## src/rtl/wrr_arbiter.sv

```systemverilog
// Weighted round-robin arbiter: NUM requesters share one downstream port, each winner
// may run weight[id] back-to-back transfers. Optional macro WRR_LOCK_EN adds a lock input.
//
// state | meaning
// IDLE  | no grant outstanding, searching from ptr for a requester
// GRANT | grant held for the current winner until handshake or abort
module wrr_arbiter #(
    parameter  int NUM = 4,
    parameter  int WW  = 4,
    localparam int IDW = $clog2(NUM)
) (
    input  logic              clk,
    input  logic              reset,
    input  logic [NUM-1:0]    req,
    input  logic [NUM*WW-1:0] weight,
`ifdef WRR_LOCK_EN
    input  logic [NUM-1:0]    lock,
`endif
    input  logic              grant_ready,
    output logic [NUM-1:0]    grant,
    output logic              grant_valid,
    output logic [IDW-1:0]    grant_id
);

    typedef enum logic {IDLE, GRANT} state_t;

    state_t         state;
    logic [IDW-1:0] ptr;
    logic [WW-1:0]  credit;

    logic [IDW-1:0] nptr;
    logic [IDW-1:0] start;
    logic [IDW-1:0] win_id;
    logic           win_found;
    logic [WW-1:0]  win_w;
    logic [WW-1:0]  win_credit;
    logic [NUM-1:0] win_onehot;
    int             k_idx;

    assign grant_valid = |grant;

    // On rotation the search starts just past the current owner, in the same cycle,
    // so a pending request is granted without an idle bubble.
    always_comb begin
        nptr       = (grant_id == IDW'(NUM-1)) ? '0 : grant_id + IDW'(1);
        start      = (state == GRANT) ? nptr : ptr;
        win_found  = 1'b0;
        win_id     = '0;
        k_idx      = 0;
        for (int i = 0; i < NUM; i++) begin
            k_idx = int'(start) + i;
            if (k_idx >= NUM) k_idx = k_idx - NUM;
            if (!win_found && req[k_idx]) begin
                win_found = 1'b1;
                win_id    = IDW'(k_idx);
            end
        end
        win_w      = weight[int'(win_id)*WW +: WW];
        win_credit = (win_w == '0) ? WW'(1) : win_w;
        win_onehot = NUM'(1) << win_id;
    end

    always_ff @(posedge clk) begin
        if (reset) begin
            state    <= IDLE;
            grant    <= '0;
            grant_id <= '0;
            ptr      <= '0;
            credit   <= '0;
        end else begin
            case (state)
                IDLE: begin
                    if (win_found) begin
                        grant    <= win_onehot;
                        grant_id <= win_id;
                        credit   <= win_credit;
                        state    <= GRANT;
                    end
                end
                GRANT: begin
                    if (grant_ready) begin
`ifdef WRR_LOCK_EN
                        if (lock[grant_id]) credit <= WW'(1);
                        else
`endif
                        if (credit > WW'(1) && req[grant_id]) begin
                            credit <= credit - WW'(1);
                        end else begin
                            ptr <= nptr;
                            if (win_found) begin
                                grant    <= win_onehot;
                                grant_id <= win_id;
                                credit   <= win_credit;
                            end else begin
                                grant    <= '0;
                                grant_id <= '0;
                                credit   <= '0;
                                state    <= IDLE;
                            end
                        end
                    end else if (!req[grant_id]) begin
                        // requester withdrew without a transfer: drop the burst
                        grant    <= '0;
                        grant_id <= '0;
                        credit   <= '0;
                        ptr      <= nptr;
                        state    <= IDLE;
                    end
                end
                default: state <= IDLE;
            endcase
        end
    end

endmodule
```

## config.mk

```make
export PLATFORM = sky130hd
export DESIGN_NAME = wrr_arbiter
export DESIGN_NICKNAME = d
export VERILOG_FILES = /design/src/rtl/wrr_arbiter.sv
export SDC_FILE = /design/constraint.sdc
export NUM_CORES = 1
export LEC_CHECK = 0
export BUFFER_PORTS_ARGS = -buffer_cell sky130_fd_sc_hd__buf_2
export CORE_MARGIN = 4
export CORE_UTILIZATION = 45
export CTS_CLUSTER_DIAMETER = 200
export DETAILED_ROUTE_END_ITERATION = 12
export PLACE_DENSITY = 0.71
export SLEW_MARGIN = 40
export SYNTH_ARGS = -nofsm -noshare
export SYNTH_HDL_FRONTEND = slang
export SYNTH_SLANG_ARGS = --single-unit
```

## constraint.sdc

```tcl
create_clock -name clk -period 4.3 [get_ports clk]
set_input_delay 0 -clock clk [delete_from_list [all_inputs] [get_ports clk]]
set_output_delay 0 -clock clk [all_outputs]
set_load 0.005 [all_outputs]
```

## After elaboration in Yosys (flattened, before gate mapping)

Index checks and enable logic that the tools add are counted.

| storage, ports and cells | value |
|---|---|
| flip-flop bits (word level) | 13 |
| output and inout port bits | 7 |
| input bits | 23 |
| word-level logic and storage cells | 99 |

| operators by class | value |
|---|---|
| magnitude comparators | 10 |
| bitwise gates (word level) | 1 |
| reduce and logical (&&, ||, !) cells | 12 |
| shifts and indexed selects | 2 |
| $add $sub $neg | 9 |
| equality and inequality tests | 6 |
| mux-type cells | 54 |

Operators by type and width:

| operator | count |
|---|---|
| $lt A32 B4 Y1 const B | 4 |
| $mux W32 | 4 |
| $mux W4 | 10 |
| $mux W2 | 14 |
| $mux W1 | 17 |
| $pmux W4 S2 | 2 |
| $shiftx A16 B5 Y4 | 1 |
| $sub A3 B3 Y4 const B | 3 |
| $bmux W1 S2 | 5 |
| $ge A3 B3 Y1 const B | 3 |
| $add A2 B2 Y3 const B | 2 |
| $ne A2 B2 Y1 const B | 3 |
| $ne A3 B3 Y1 const B | 2 |
| $reduce_and A3 Y1 | 2 |
| $gt A4 B1 Y1 const B | 1 |
| $logic_and A1 B1 Y1 | 4 |
| $logic_not A4 Y1 | 1 |
| $pmux W2 S2 | 1 |
| $reduce_or A4 Y1 | 1 |
| $shl A1 B2 Y4 const A | 1 |
| $sub A2 B3 Y4 const B | 1 |
| $sub A4 B1 Y4 const B | 1 |
| $add A2 B1 Y3 const B | 1 |
| $ge A2 B3 Y1 const B | 1 |
| other kinds (7) | 9 |

## Longest topological paths before layout

| logic depth | value |
|---|---|
| depth in word-level cells | 25 |
| gate-level depth with buffers | 9 |

## Least setup slack after synthesis

No wires, ideal clock.

| timing path | value |
|---|---|
| kind | register to register |
| from | reg grant_id[0] |
| to | reg credit[2] |
| arrival time | 2171 ps |
| path buffers | 1 |
| required time | 4212 ps |
| slack | 2040 ps |
| stages on the path, launching flop included | 10 |
| cell sequence | dfxtp_1 > ha_1 > mux2i_1 > nor2_1 > a22o_4 > or2_1 > buf_2 > o211ai_2 > nand4_1 > a311oi_2 |

| between the ends | value |
|---|---|
| longest elaborated chain between the ends | 25 |
| elaborated cells on any way between the ends | 59 |

Ends and longest elaborated chain:

| element | RTL line | RTL |
|---|---|---|
| start, declared | 22 | `output logic [IDW-1:0] grant_id` |
| start signal, assigned | 75 | `grant_id <= win_id;` |
| start signal, assigned | 92 | `grant_id <= win_id;` |
| $add A2 B1 Y2 or $eq A2 B2 Y1 (tied branches) | 45 | `nptr = (grant_id == IDW'(NUM-1)) ? '0 : grant_id + IDW'(1);` |
| $mux W2 * | 45 |  |
| net nptr[1] | 31 | `logic [IDW-1:0] nptr;` |
| $mux W2 * | 46 | `start = (state == GRANT) ? nptr : ptr;` |
| branches (longest 22 deep; another with $sub A3 B3 Y4) | n/a |  |
| end signal, assigned | 76 | `credit <= win_credit;` |
| end signal, assigned | 87 | `credit <= credit - WW'(1);` |
| end signal, assigned | 93 | `credit <= win_credit;` |
| end, declared | 29 | `logic [WW-1:0] credit;` |

Mark *: on every way through the listed nets, which the timed path passes. The select of a mux whose other input is x is not followed.
A chain may end at the register's enable or synchronous reset.

## Worst setup path after layout

| timing path | value |
|---|---|
| from | reg grant_id[0] |
| to | reg credit[3] |

Same word-level chain as after synthesis.

==> summary.txt <==
Largest net degree at the start of global routing: 15
Syn_area_per_cell: 8.01 um^2
Worst setup SP type: flop
# diodes: 0
Sw power: 161 uW
CP Max Fanout: 8
Lkg Pwr: 0.515 nW
Syn Nets: 149
Yosys top cell area share: 26.4%
Number of global-route vias before repair: 1,011
H-tree depth: 1
Max_slew headroom: 60.0%
Root buf cell: clkbuf_4
Num ports: 30
Max Freq: 403 MHz
Hold-fix buffers, CTS: 0
Setup CP Type: flop to flop
Clk sinks: 13
Non-Filler Instances: 179
Row count: 16
Count of different cell masters after synthesis: 44
Status: complete, no violations
Post-synth top cells: 14 x nor2_1, 13 x dfxtp_1, 11 x a21oi_1
Worst-path clk slew: 0.08 ns
CP max-delay cell: dfxtp_1
RSZ-0062 raised after global routing: no
Initial Utilization: 48.7%
Port-buffer cells: 29
Pwr Density: 353 nW/um^2
CTS Buf Count: 3
Skew-Pair Late Insertion Delay: 0.27 ns
Tightest Hold Check Type: primary input to flop
Mapped Area: 985 um^2
Final hold violation count: 0
Syn-to-layout area delta: 19.2%
CTS tree: yes
Maximum vdd drop: 0.000249 V
Register bit total from synthesis: 13
Pre-CTS WS: 1.82 ns
Worst Tran Pin Value: 0.597 ns
Worst Clk Skew: 0.00151 ns
Logic gate share of total power: 44.4%
Sequential share of the synthesized area: 26.4%
Busiest grt layer: met2
Routed wire per std cell: 14.2 um
Initial antenna violation count: 0
Placed cells: 175
Final Cycle Share: 57.7%
Internal: 254 uW
Drt pass-1 iters: 4
GPL Wtd Cong: 0.753
Post-Syn Instances: 123
Leading area contributor after synthesis: dfxtp_1
DPL Wire Length: 2.01 mm
Number of flops mapped to enable cells by yosys: 0
Fin. max-slew vios: 0
Grt met2 use: 34.6%
CP endpoint kind: flop
Congestion Overflow GR: 0
Max Root-Sink Buffers: 2
CTS-repair resized insts: 0
Via count: 1,044
Switching Share: 38.9%
CORE AREA: 2020 um^2
M3 GR Usage: 4.90%
Residual DRC: 0
First-pass GRT wire length: 4.31 mm
Post-route ant nets: 0
Final nets: 179
Post-route minimum period: 2.48 ns
Tot GR Track Use: 19.4%
Prevailing post-synth register cell: dfxtp_1
Clock share of power: 17.7%
Setup WS post-layout: 1.82 ns
Hold slack: 0.0408 ns
Post-CTS setup buffers: 0
# fillers: 200
Synth top area cells: dfxtp_1 26%, a21oi_1 5.6%, nor2_1 5.3%
Via density: 5.83
Aggregate negative setup slack: 0 ns
Critical Path RT: 4.52 ns
Seq pwr share: 37.9%
Fraction of registers with async set/reset: 0%
Synth warn: 0
Die ar.: 3000 um^2
Layout cells sized above 1: 28.3%
Die Y: 54.8 um
Total wire length: 2.54 mm
Worst Path Arrival: 2.70 ns
Critical Path, Cell by Cell: ha_1 > mux2i_1 > nor3b_2 > a22o_4 > or2_1 > nand2_1 > a221oi_1 > o221a_1
Die Wd: 54.8 um
Final setup violation count: 0
Initial DRC count: 28
Count leader, synth: nor2_1
Met1 Track Usage GR: 23.4%
Max_cap viols: 0
Max incr delay on CP: 0.43 ns
## cell type report
cell class | instances | area, um^2 | area share, %
clock buffers | 4 | 26.3 | 2.24
well taps | 27 | 33.8 | 2.88
repair buffers | 29 | 145 | 12.4
flip-flops and latches | 13 | 260 | 22.2
multi-input cells | 100 | 686 | 58.4
inverters | 6 | 22.5 | 1.92
## placed cells by master (no fill, tap or decap), drive strengths merged, types with 2 or more instances in the layout
cell type | synthesis | routed
a21o | 3 | 3
nor3b | 5 | 5
nor3 | 7 | 7
buf | 2 | 29
nand3 | 2 | 2
mux2i | 2 | 2
nand2 | 10 | 10
a21oi | 11 | 11
or4 | 2 | 2
ha | 3 | 3
dfxtp | 13 | 13
clkbuf | 2 | 4
o21ai | 6 | 6
a22oi | 5 | 5
o211ai | 3 | 3
o21a | 2 | 2
a211oi | 4 | 4
nor2b | 3 | 3
or2 | 2 | 2
nor2 | 14 | 14
inv | 5 | 5
## power groups by stage
| stage | registers [mW] | logic, mW | clock network, mW |
|---|---|---|---|
| 4_1_cts | 0.156 | 0.183 | 0.0764 |
| 3_5_place_dp | 0.159 | 0.181 | 0 |
| 6_report | 0.157 | 0.184 | 0.0734 |
| 2_1_floorplan | 0.154 | 0.138 | 0 |
| 5_1_grt | 0.161 | 0.207 | 0.0833 |
| 3_3_place_gp | 0.158 | 0.176 | 0 |
## metrics by stage
| step | instance area, um^2 | util, % | total power, mW |
|---|---|---|---|
| floorplan | 985 | - | 0.291 |
| global placement | 1140 | 56.4 | 0.334 |
| detailed placement | 1140 | 56.4 | 0.339 |
| CTS | 1170 | 57.7 | 0.416 |
| global route | 1170 | 58.0 | 0.451 |
| finish | 1170 | 58.0 | 0.415 |
## cells by family (layout without fill, tap and decap cells)
| logic type | after synthesis | in the layout | share of synthesized area, % |
|---|---|---|---|
| compound gates | 46 | 46 | 36.1 |
| simple gates | 48 | 48 | 24.7 |
| buf+inv | 10 | 39 | 4.70 |
| fa+ha+maj | 3 | 3 | 3.81 |
| flops | 13 | 13 | 26.4 |
| mux | 3 | 3 | 4.32 |
## sequential cells by signal, indices dropped and copies added, names as in the netlist
register	cells
grant	4
ptr	2
state	1
grant_id	2
credit	4
## routing by layer
layer | share of wire, % | wire, um
met5 | 0 | 0
met4 | 1.1 | 28
met3 | 4.8 | 121
met2 | 51 | 1300
met1 | 43 | 1090
## worst paths after layout
kind / startpoint / end / slack (ns) / cells past startpoint
setup / recovery: grant_id[0]$_SDFFE_PP0P_ / credit[3]$_SDFFE_PP0P_ / 1.82 / 8
hold / removal: grant_ready / state$_SDFF_PP0_ / 0.04 / 3
setup reg to reg: grant_id[0]$_SDFFE_PP0P_ / credit[3]$_SDFFE_PP0P_ / 1.82 / 8
hold reg to reg: ptr[0]$_SDFFE_PP0P_ / ptr[0]$_SDFFE_PP0P_ / 0.46 / 2
## critical path, delay by kind of cell, from the launching register on
kind	cells	cell delay [ns]
compound gates	3	0.68
fa+ha+maj	1	0.28
flops	1	0.43
mux	1	0.30
simple gates	3	0.72
Note: power is estimated with default switching activity, not from simulation.
